### src/rtl/vram_painter_if.sv
// vram_painter_if: button/pen inputs and frame-buffer write port of the painter
interface vram_painter_if #(
    parameter int W_BITS = 8,
    parameter int H_BITS = 8
);
    logic btn_up, btn_down, btn_left, btn_right, btn_clr, draw;
    logic [11:0] color;
    logic we, busy;
    logic [W_BITS+H_BITS-1:0] waddr;
    logic [11:0] wdata;
    logic [W_BITS-1:0] cur_x;
    logic [H_BITS-1:0] cur_y;
    modport master (
        input btn_up, btn_down, btn_left, btn_right, btn_clr, draw, color,
        output we, waddr, wdata, cur_x, cur_y, busy
    );
    modport slave (
        output btn_up, btn_down, btn_left, btn_right, btn_clr, draw, color,
        input we, waddr, wdata, cur_x, cur_y, busy
    );
endinterface

### src/rtl/vram_painter.sv
// vram_painter: debounced cursor drawing engine with single-pixel paint and full-canvas clear sweep
module vram_painter #(
    parameter int W_BITS = 8,
    parameter int H_BITS = 8,
    parameter int DEB_CYCLES = 1000000,
    parameter int REPEAT_CYCLES = 5000000,
    parameter logic [11:0] CLEAR_COLOR = 12'h000
) (
    input logic clk,
    input logic rstn,
    vram_painter_if.master bus
);
    localparam int DW = $clog2(DEB_CYCLES + 1);
    localparam int RW = $clog2(REPEAT_CYCLES + 1);
    typedef enum logic [1:0] {IDLE, PAINT, CLEAR} state_t;
    state_t state;
    logic [4:0] raw, step;
    logic d1, d2, dp;
    logic [W_BITS-1:0] nx;
    logic [H_BITS-1:0] ny;
    logic moved, any_step, draw_rise;
    assign raw = {bus.btn_clr, bus.btn_right, bus.btn_left, bus.btn_down, bus.btn_up};
    // per button: synchroniser, debouncer, rising-edge step with auto-repeat (none for clr)
    for (genvar i = 0; i < 5; i++) begin : g_btn
        logic a, b, lv, pv;
        logic [DW-1:0] dc;
        logic [RW-1:0] rc;
        always_ff @(posedge clk) begin
            if (!rstn) begin
                {a, b, lv, pv} <= '0;
                dc <= '0;
                rc <= '0;
            end else begin
                a <= raw[i];
                b <= a;
                pv <= lv;
                if (b == lv) dc <= '0;
                else if (dc == DW'(DEB_CYCLES - 1)) begin
                    lv <= b;
                    dc <= '0;
                end else dc <= dc + 1'b1;
                rc <= (!lv || step[i]) ? '0 : rc + 1'b1;
            end
        end
        assign step[i] = lv && (!pv || (i != 4 && rc == RW'(REPEAT_CYCLES - 1)));
    end
    assign nx = (step[3] && !step[2] && !(&bus.cur_x)) ? bus.cur_x + 1'b1 :
                (step[2] && !step[3] && |bus.cur_x) ? bus.cur_x - 1'b1 : bus.cur_x;
    assign ny = (step[1] && !step[0] && !(&bus.cur_y)) ? bus.cur_y + 1'b1 :
                (step[0] && !step[1] && |bus.cur_y) ? bus.cur_y - 1'b1 : bus.cur_y;
    assign moved = nx != bus.cur_x || ny != bus.cur_y;
    assign any_step = |step[3:0];
    assign draw_rise = d2 && !dp;
    always_ff @(posedge clk) begin
        if (!rstn) begin
            state <= IDLE;
            {d1, d2, dp} <= '0;
            bus.we <= 1'b0;
            bus.busy <= 1'b0;
            bus.waddr <= '0;
            bus.wdata <= '0;
            bus.cur_x <= W_BITS'(1) << (W_BITS - 1);
            bus.cur_y <= H_BITS'(1) << (H_BITS - 1);
        end else begin
            d1 <= bus.draw;
            d2 <= d1;
            dp <= d2;
            case (state)
                IDLE: begin
                    if (step[4]) begin
                        state <= CLEAR;
                        bus.we <= 1'b1;
                        bus.busy <= 1'b1;
                        bus.waddr <= '0;
                        bus.wdata <= CLEAR_COLOR;
                    end else if (moved || (!any_step && draw_rise)) begin
                        bus.cur_x <= nx;
                        bus.cur_y <= ny;
                        // a draw edge coinciding with a move is absorbed into the move's paint
                        if (d2) begin
                            state <= PAINT;
                            bus.we <= 1'b1;
                            bus.waddr <= {ny, nx};
                            bus.wdata <= bus.color;
                        end
                    end
                end
                PAINT: begin
                    state <= IDLE;
                    bus.we <= 1'b0;
                end
                CLEAR: begin
                    if (&bus.waddr) begin
                        state <= IDLE;
                        bus.we <= 1'b0;
                        bus.busy <= 1'b0;
                    end else bus.waddr <= bus.waddr + 1'b1;
                end
                default: state <= IDLE;
            endcase
        end
    end
endmodule

### src/flat_wrapper.sv
// flat-port wrapper written by rule: the top's interface ports become plain ports
module vram_painter_flat 
#(
    parameter int W_BITS = 8,
    parameter int H_BITS = 8,
    parameter int DEB_CYCLES = 1000000,
    parameter int REPEAT_CYCLES = 5000000,
    parameter logic [11:0] CLEAR_COLOR = 12'h000
)
  (clk, rstn, bus_btn_up, bus_btn_down, bus_btn_left, bus_btn_right, bus_btn_clr, bus_draw, bus_color, bus_we, bus_waddr, bus_wdata, bus_cur_x, bus_cur_y, bus_busy);
  vram_painter_if #(.W_BITS(W_BITS), .H_BITS(H_BITS)) bus_i ();
  input logic clk;
  input logic rstn;
  input wire logic [$bits(bus_i.btn_up)-1:0] bus_btn_up;
  input wire logic [$bits(bus_i.btn_down)-1:0] bus_btn_down;
  input wire logic [$bits(bus_i.btn_left)-1:0] bus_btn_left;
  input wire logic [$bits(bus_i.btn_right)-1:0] bus_btn_right;
  input wire logic [$bits(bus_i.btn_clr)-1:0] bus_btn_clr;
  input wire logic [$bits(bus_i.draw)-1:0] bus_draw;
  input wire logic [$bits(bus_i.color)-1:0] bus_color;
  output wire logic [$bits(bus_i.we)-1:0] bus_we;
  output wire logic [$bits(bus_i.waddr)-1:0] bus_waddr;
  output wire logic [$bits(bus_i.wdata)-1:0] bus_wdata;
  output wire logic [$bits(bus_i.cur_x)-1:0] bus_cur_x;
  output wire logic [$bits(bus_i.cur_y)-1:0] bus_cur_y;
  output wire logic [$bits(bus_i.busy)-1:0] bus_busy;
  assign bus_i.btn_up = bus_btn_up;
  assign bus_i.btn_down = bus_btn_down;
  assign bus_i.btn_left = bus_btn_left;
  assign bus_i.btn_right = bus_btn_right;
  assign bus_i.btn_clr = bus_btn_clr;
  assign bus_i.draw = bus_draw;
  assign bus_i.color = bus_color;
  assign bus_we = bus_i.we;
  assign bus_waddr = bus_i.waddr;
  assign bus_wdata = bus_i.wdata;
  assign bus_cur_x = bus_i.cur_x;
  assign bus_cur_y = bus_i.cur_y;
  assign bus_busy = bus_i.busy;
  vram_painter #(.W_BITS(W_BITS), .H_BITS(H_BITS), .DEB_CYCLES(DEB_CYCLES), .REPEAT_CYCLES(REPEAT_CYCLES), .CLEAR_COLOR(CLEAR_COLOR)) u_core (.clk(clk), .rstn(rstn), .bus(bus_i));
endmodule
### config.mk
export PLATFORM = sky130hd
export DESIGN_NAME = vram_painter_flat
export DESIGN_NICKNAME = d
export VERILOG_FILES = /design/src/rtl/vram_painter_if.sv /design/src/rtl/vram_painter.sv /design/src/flat_wrapper.sv
export SDC_FILE = /design/constraint.sdc
export NUM_CORES = 1
export LEC_CHECK = 0
export CAP_MARGIN = 20
export CORE_MARGIN = 2
export CORE_UTILIZATION = 45
export DETAILED_ROUTE_END_ITERATION = 7
export PLACE_DENSITY_LB_ADDON = 0.12
export SETUP_SLACK_MARGIN = 0.1
export SLEW_MARGIN = 20
export SYNTH_ARGS = -nofsm -noshare
export SYNTH_HDL_FRONTEND = slang
export SYNTH_SLANG_ARGS = --single-unit
### constraint.sdc
create_clock -name clk -period 3.85 [get_ports clk]
set_clock_uncertainty 0.15 [all_clocks]
set_input_delay 0.77 -clock clk [delete_from_list [all_inputs] [get_ports clk]]
set_output_delay 0.77 -clock clk [all_outputs]
set_load 0.01 [all_outputs]
==> impl_metrics.tcl <==
set metrics [dict create \
    max_cap_violations 0 \
    proportion_of_synthesized_chip_area_in_sequential_cells 0.434 \
    yosys_register_bits 263 \
    fraction_of_layout_instances_using_a_drive_strength_above_1 0.0622 \
    routed_wirelength_um 25900 \
    gp_congestion 0.821 \
    cts_tree "done" \
    antenna-diode-count 0 \
    max-vdd-ir-drop_uv 315 \
    post_synth_instance_area_um2 12100 \
    synth_warnings 0 \
    p_sw_frac 0.208 \
    initial_core_util 0.454 \
    post_synth_top_area_cell "sky130_fd_sc_hd__dfxtp_1" \
    path_clk_slew_ns 0.06 \
    tritoncts.num_buffers 30 \
    grt_overflow_total 0 \
    cts.path.max_buffers 3 \
    boundaryPins 66 \
    route.antenna.remaining_nets 0 \
    worstPathArrival_ns 3.56 \
    drc 0 \
    cts_max_level 1 \
    synth_flop_cell "sky130_fd_sc_hd__dfxtp_1" \
    synth_xor_xnor_area_share 0.130 \
    power_switching_mw 1.15 \
    die-area_um2 28300 \
    hold_violation_count_in_the_final_report 0 \
    timing.final.max_slew_violations 0 \
    synth_fa_ha_area_frac 0.0196 \
    via_count 9700 \
    cts_hold_buf 0 \
    cp-start-kind "flop" \
    setup.worst_path.class "reg2reg" \
    grt_setup_unrepaired "no" \
    total_leakage_power_nw 4.70 \
    syn_area_per_cell_um2 8.70 \
    tritoncts_num_sinks 263 \
    hpwlAfterDp_um 17800 \
    clock_latency_reported_for_the_late_side_of_the_worst_skew_pair_ns 0.55 \
    cell_internal_pwr_mw 4.38 \
    post_cts.resized_instances 0 \
    fp.dieW_um 168 \
    worst-endpoint-required_ns 4.14 \
    grt_usage 0.182 \
    synth_top_cells_by_area "sky130_fd_sc_hd__dfxtp_1 43%, sky130_fd_sc_hd__xor2_1 7.7%, sky130_fd_sc_hd__nor2_1 7.5%, sky130_fd_sc_hd__xnor2_1 5.3%, sky130_fd_sc_hd__nand3_1 4.1%" \
    grt_pass1_wl_um 44200 \
    worst_pin_slew_ns 0.891 \
    design.final.nets 1497 \
    clock_power_share 0.484 \
    final_util 0.525 \
    synth_area_in_simple_gates 0.286 \
    period_minus_slack_ns 3.26 \
    register_to_register_setup_slack_ns 0.59 \
    placement.io_buffers 65 \
    fin_setup_tns_ns 0 \
    die_height_um 168 \
    whs_endpoint "u_core.d2" \
    synth-async-reset-ratio 0 \
    power_density_nw_per_um2 394 \
    layout_worst_path_cycle_share 0.848 \
    synth_compound_area_frac 0.0965 \
    synthCells 1395 \
    max_freq_mhz 306 \
    post_drt_via_cell_ratio 5.33 \
    drt_iter0_markers 665 \
    synth_enable_flop_cells 0 \
    reg2reg_depth 9 \
    status "complete, no violations" \
    critical_path.reg2reg.endpoint "u_core.bus.waddr[9]" \
    share_seq_of_total_power 0.496 \
    timing.hold.worst_path_depth 1 \
    share_comb_of_total_power 0.019 \
    yosys-mux-area-fraction 0.00907 \
    hold_path.startpoint "u_core.d1" \
    timing.slew.headroom 0.404 \
    antenna_found_initial 0 \
    core_um2 26700 \
    detailedRoute.firstPassIterationCount 5 \
    combinational_family_with_the_most_area_after_synthesis "simple AND/OR/NAND/NOR gates" \
    layout-area-overhead-vs-synth_pct 15.7 \
    synth_cell_types 76 \
    worst_hold_path_type "reg2reg" \
    synth_nets 1434 \
    crit_end_category "flop" \
    r2r_start "u_core.g_btn[3].rc[0]" \
    row_count 60 \
    critical_path_peak_fanout 15 \
    finalSetupViolCount 0 \
    detail_route.wl_per_cell_um 14.2 \
    yosys.area.top_type_share 0.434 \
    root_buffer "sky130_fd_sc_hd__clkbuf_16" \
    first_global_vias 9150 \
    pin_count_of_the_biggest_net_entering_global_routing 30 \
    post_cts.repair.setup_buffers 0 \
]
==> synthesized netlist by cell type (5+ instances only) <==
cell type                  instances
sky130_fd_sc_hd__nor3_1           15
sky130_fd_sc_hd__xor2_1          106
sky130_fd_sc_hd__clkbuf_1         39
sky130_fd_sc_hd__dfxtp_1         263
sky130_fd_sc_hd__and4_1           17
sky130_fd_sc_hd__o211ai_1          8
sky130_fd_sc_hd__inv_1            27
sky130_fd_sc_hd__ha_1             19
sky130_fd_sc_hd__nand2_1          89
sky130_fd_sc_hd__nor4b_1          10
sky130_fd_sc_hd__nor4_1           12
sky130_fd_sc_hd__and3_1           54
sky130_fd_sc_hd__nor2_1          243
sky130_fd_sc_hd__o21ai_0          40
sky130_fd_sc_hd__a31oi_1           8
sky130_fd_sc_hd__o31ai_1           9
sky130_fd_sc_hd__or3_1            32
sky130_fd_sc_hd__a22o_1           10
sky130_fd_sc_hd__nand3_1          99
sky130_fd_sc_hd__nand2b_1          5
sky130_fd_sc_hd__and2_1           25
sky130_fd_sc_hd__xnor2_1          74
sky130_fd_sc_hd__a21oi_1          52
sky130_fd_sc_hd__nand4_1          33
sky130_fd_sc_hd__nor2b_1           5
sky130_fd_sc_hd__mux2i_1          11
==> worst max-delay path, stage by stage, from the launching register on <==
cell and delay [ns]:
sky130_fd_sc_hd__dfxtp_1 0.35, sky130_fd_sc_hd__ha_1 0.21, sky130_fd_sc_hd__nand3_1 0.15, sky130_fd_sc_hd__nor4_4 0.38
sky130_fd_sc_hd__a41oi_4 0.27, sky130_fd_sc_hd__nor3_2 0.66, sky130_fd_sc_hd__nor2_4 0.15, sky130_fd_sc_hd__a31oi_4 0.44
sky130_fd_sc_hd__o21ai_0 0.17, sky130_fd_sc_hd__a32o_1 0.22
==> power groups by stage <==
stage,Sequential [mW],Clock [mW],Combinational [mW]
2_1_floorplan,2.81,0,0.0569
3_3_place_gp,2.81,0,0.108
3_5_place_dp,2.81,0,0.109
4_1_cts,2.75,2.77,0.109
5_1_grt,2.75,2.88,0.119
6_report,2.75,2.68,0.107
==> sequential cells by signal, summed over array words and instances (netlist names), 2 cells and up <==
signal / flops
u_core.g_btn.dc: 100
u_core.g_btn.rc: 92
u_core.bus.waddr: 16
u_core.bus.wdata: 12
u_core.bus.cur_x: 8
u_core.bus.cur_y: 8
u_core.g_btn.a: 5
u_core.g_btn.b: 5
u_core.g_btn.lv: 5
u_core.g_btn.pv: 5
u_core.state: 2
==> routing by layer <==
layer,up-vias,wire length (um),GRT usage
met5,-,0,0
met4,0,714,0.0506
met3,49,1050,0.0329
met2,131,11300,0.291
met1,4528,12800,0.253
li1,4992,-,-
==> cell type report <==
cell class | count | area (um^2)
fill | 2547 | 12700
multi-input combinational | 1058 | 6560
tap | 341 | 427
inverter | 28 | 105
sequential | 263 | 5270
timing repair buffer | 77 | 736
clock inverter | 7 | 40.0
clock buffer | 46 | 902
==> cells by family after synthesis <==
kind of cell	after synthesis
buffers and inverters	74
DFF	263
and+or+nand+nor	678
muxes	11
xor gates and xnor gates	180
adders and majority gates	19
AOI/OAI and AO/OA	170
==> layout by cell type, fill, tap and decap left out, drive strengths merged, types with 6 or more instances in the layout <==
cell	instances
dfxtp	263
nor2	244
xor2	106
nand3	99
nand2	90
xnor2	74
clkdlybuf4s50	64
and3	58
a21oi	53
clkbuf	46
o21ai	43
nand4	33
or3	32
inv	27
and2	25
ha	19
and4	17
nor3	17
nor4	13
buf	13
a22o	12
mux2i	11
nor4b	11
a31oi	10
o31ai	9
o211ai	8
clkinv	6
==> how the worst max path moves through the flow <==
stage	slack, ns	to	from
detailed placement	0.59	u_core.bus.cur_x[2]	u_core.g_btn[2].rc[17]
global placement	0.72	u_core.bus.cur_x[2]	u_core.g_btn[2].rc[17]
global route	0.34	u_core.bus.cur_x[4]	u_core.g_btn[2].rc[17]
CTS	0.58	u_core.bus.cur_x[2]	u_core.g_btn[2].rc[17]
floorplan	1.01	u_core.bus.wdata[10]	u_core.g_btn[1].rc[0]
finish	0.59	u_core.bus.waddr[9]	u_core.g_btn[3].rc[0]
==> through the flow <==
| stage | instance area [um^2] | power (mW) | hold WS (ns) | setup WS [ns] | cells |
|---|---|---|---|---|---|
| 2_1_floorplan | 12100 | 2.86 | 0.262 | 1.01 | 1395 |
| 3_3_place_gp | 13100 | 2.91 | 0.271 | 0.723 | 1767 |
| 3_5_place_dp | 13100 | 2.92 | 0.271 | 0.591 | 1767 |
| 4_1_cts | 14000 | 5.63 | 0.289 | 0.579 | 1820 |
| 5_1_grt | 14000 | 5.74 | 0.298 | 0.337 | 1820 |
| 6_report | 14000 | 5.53 | 0.284 | 0.586 | 1820 |
(Power assumes the default switching activity.)
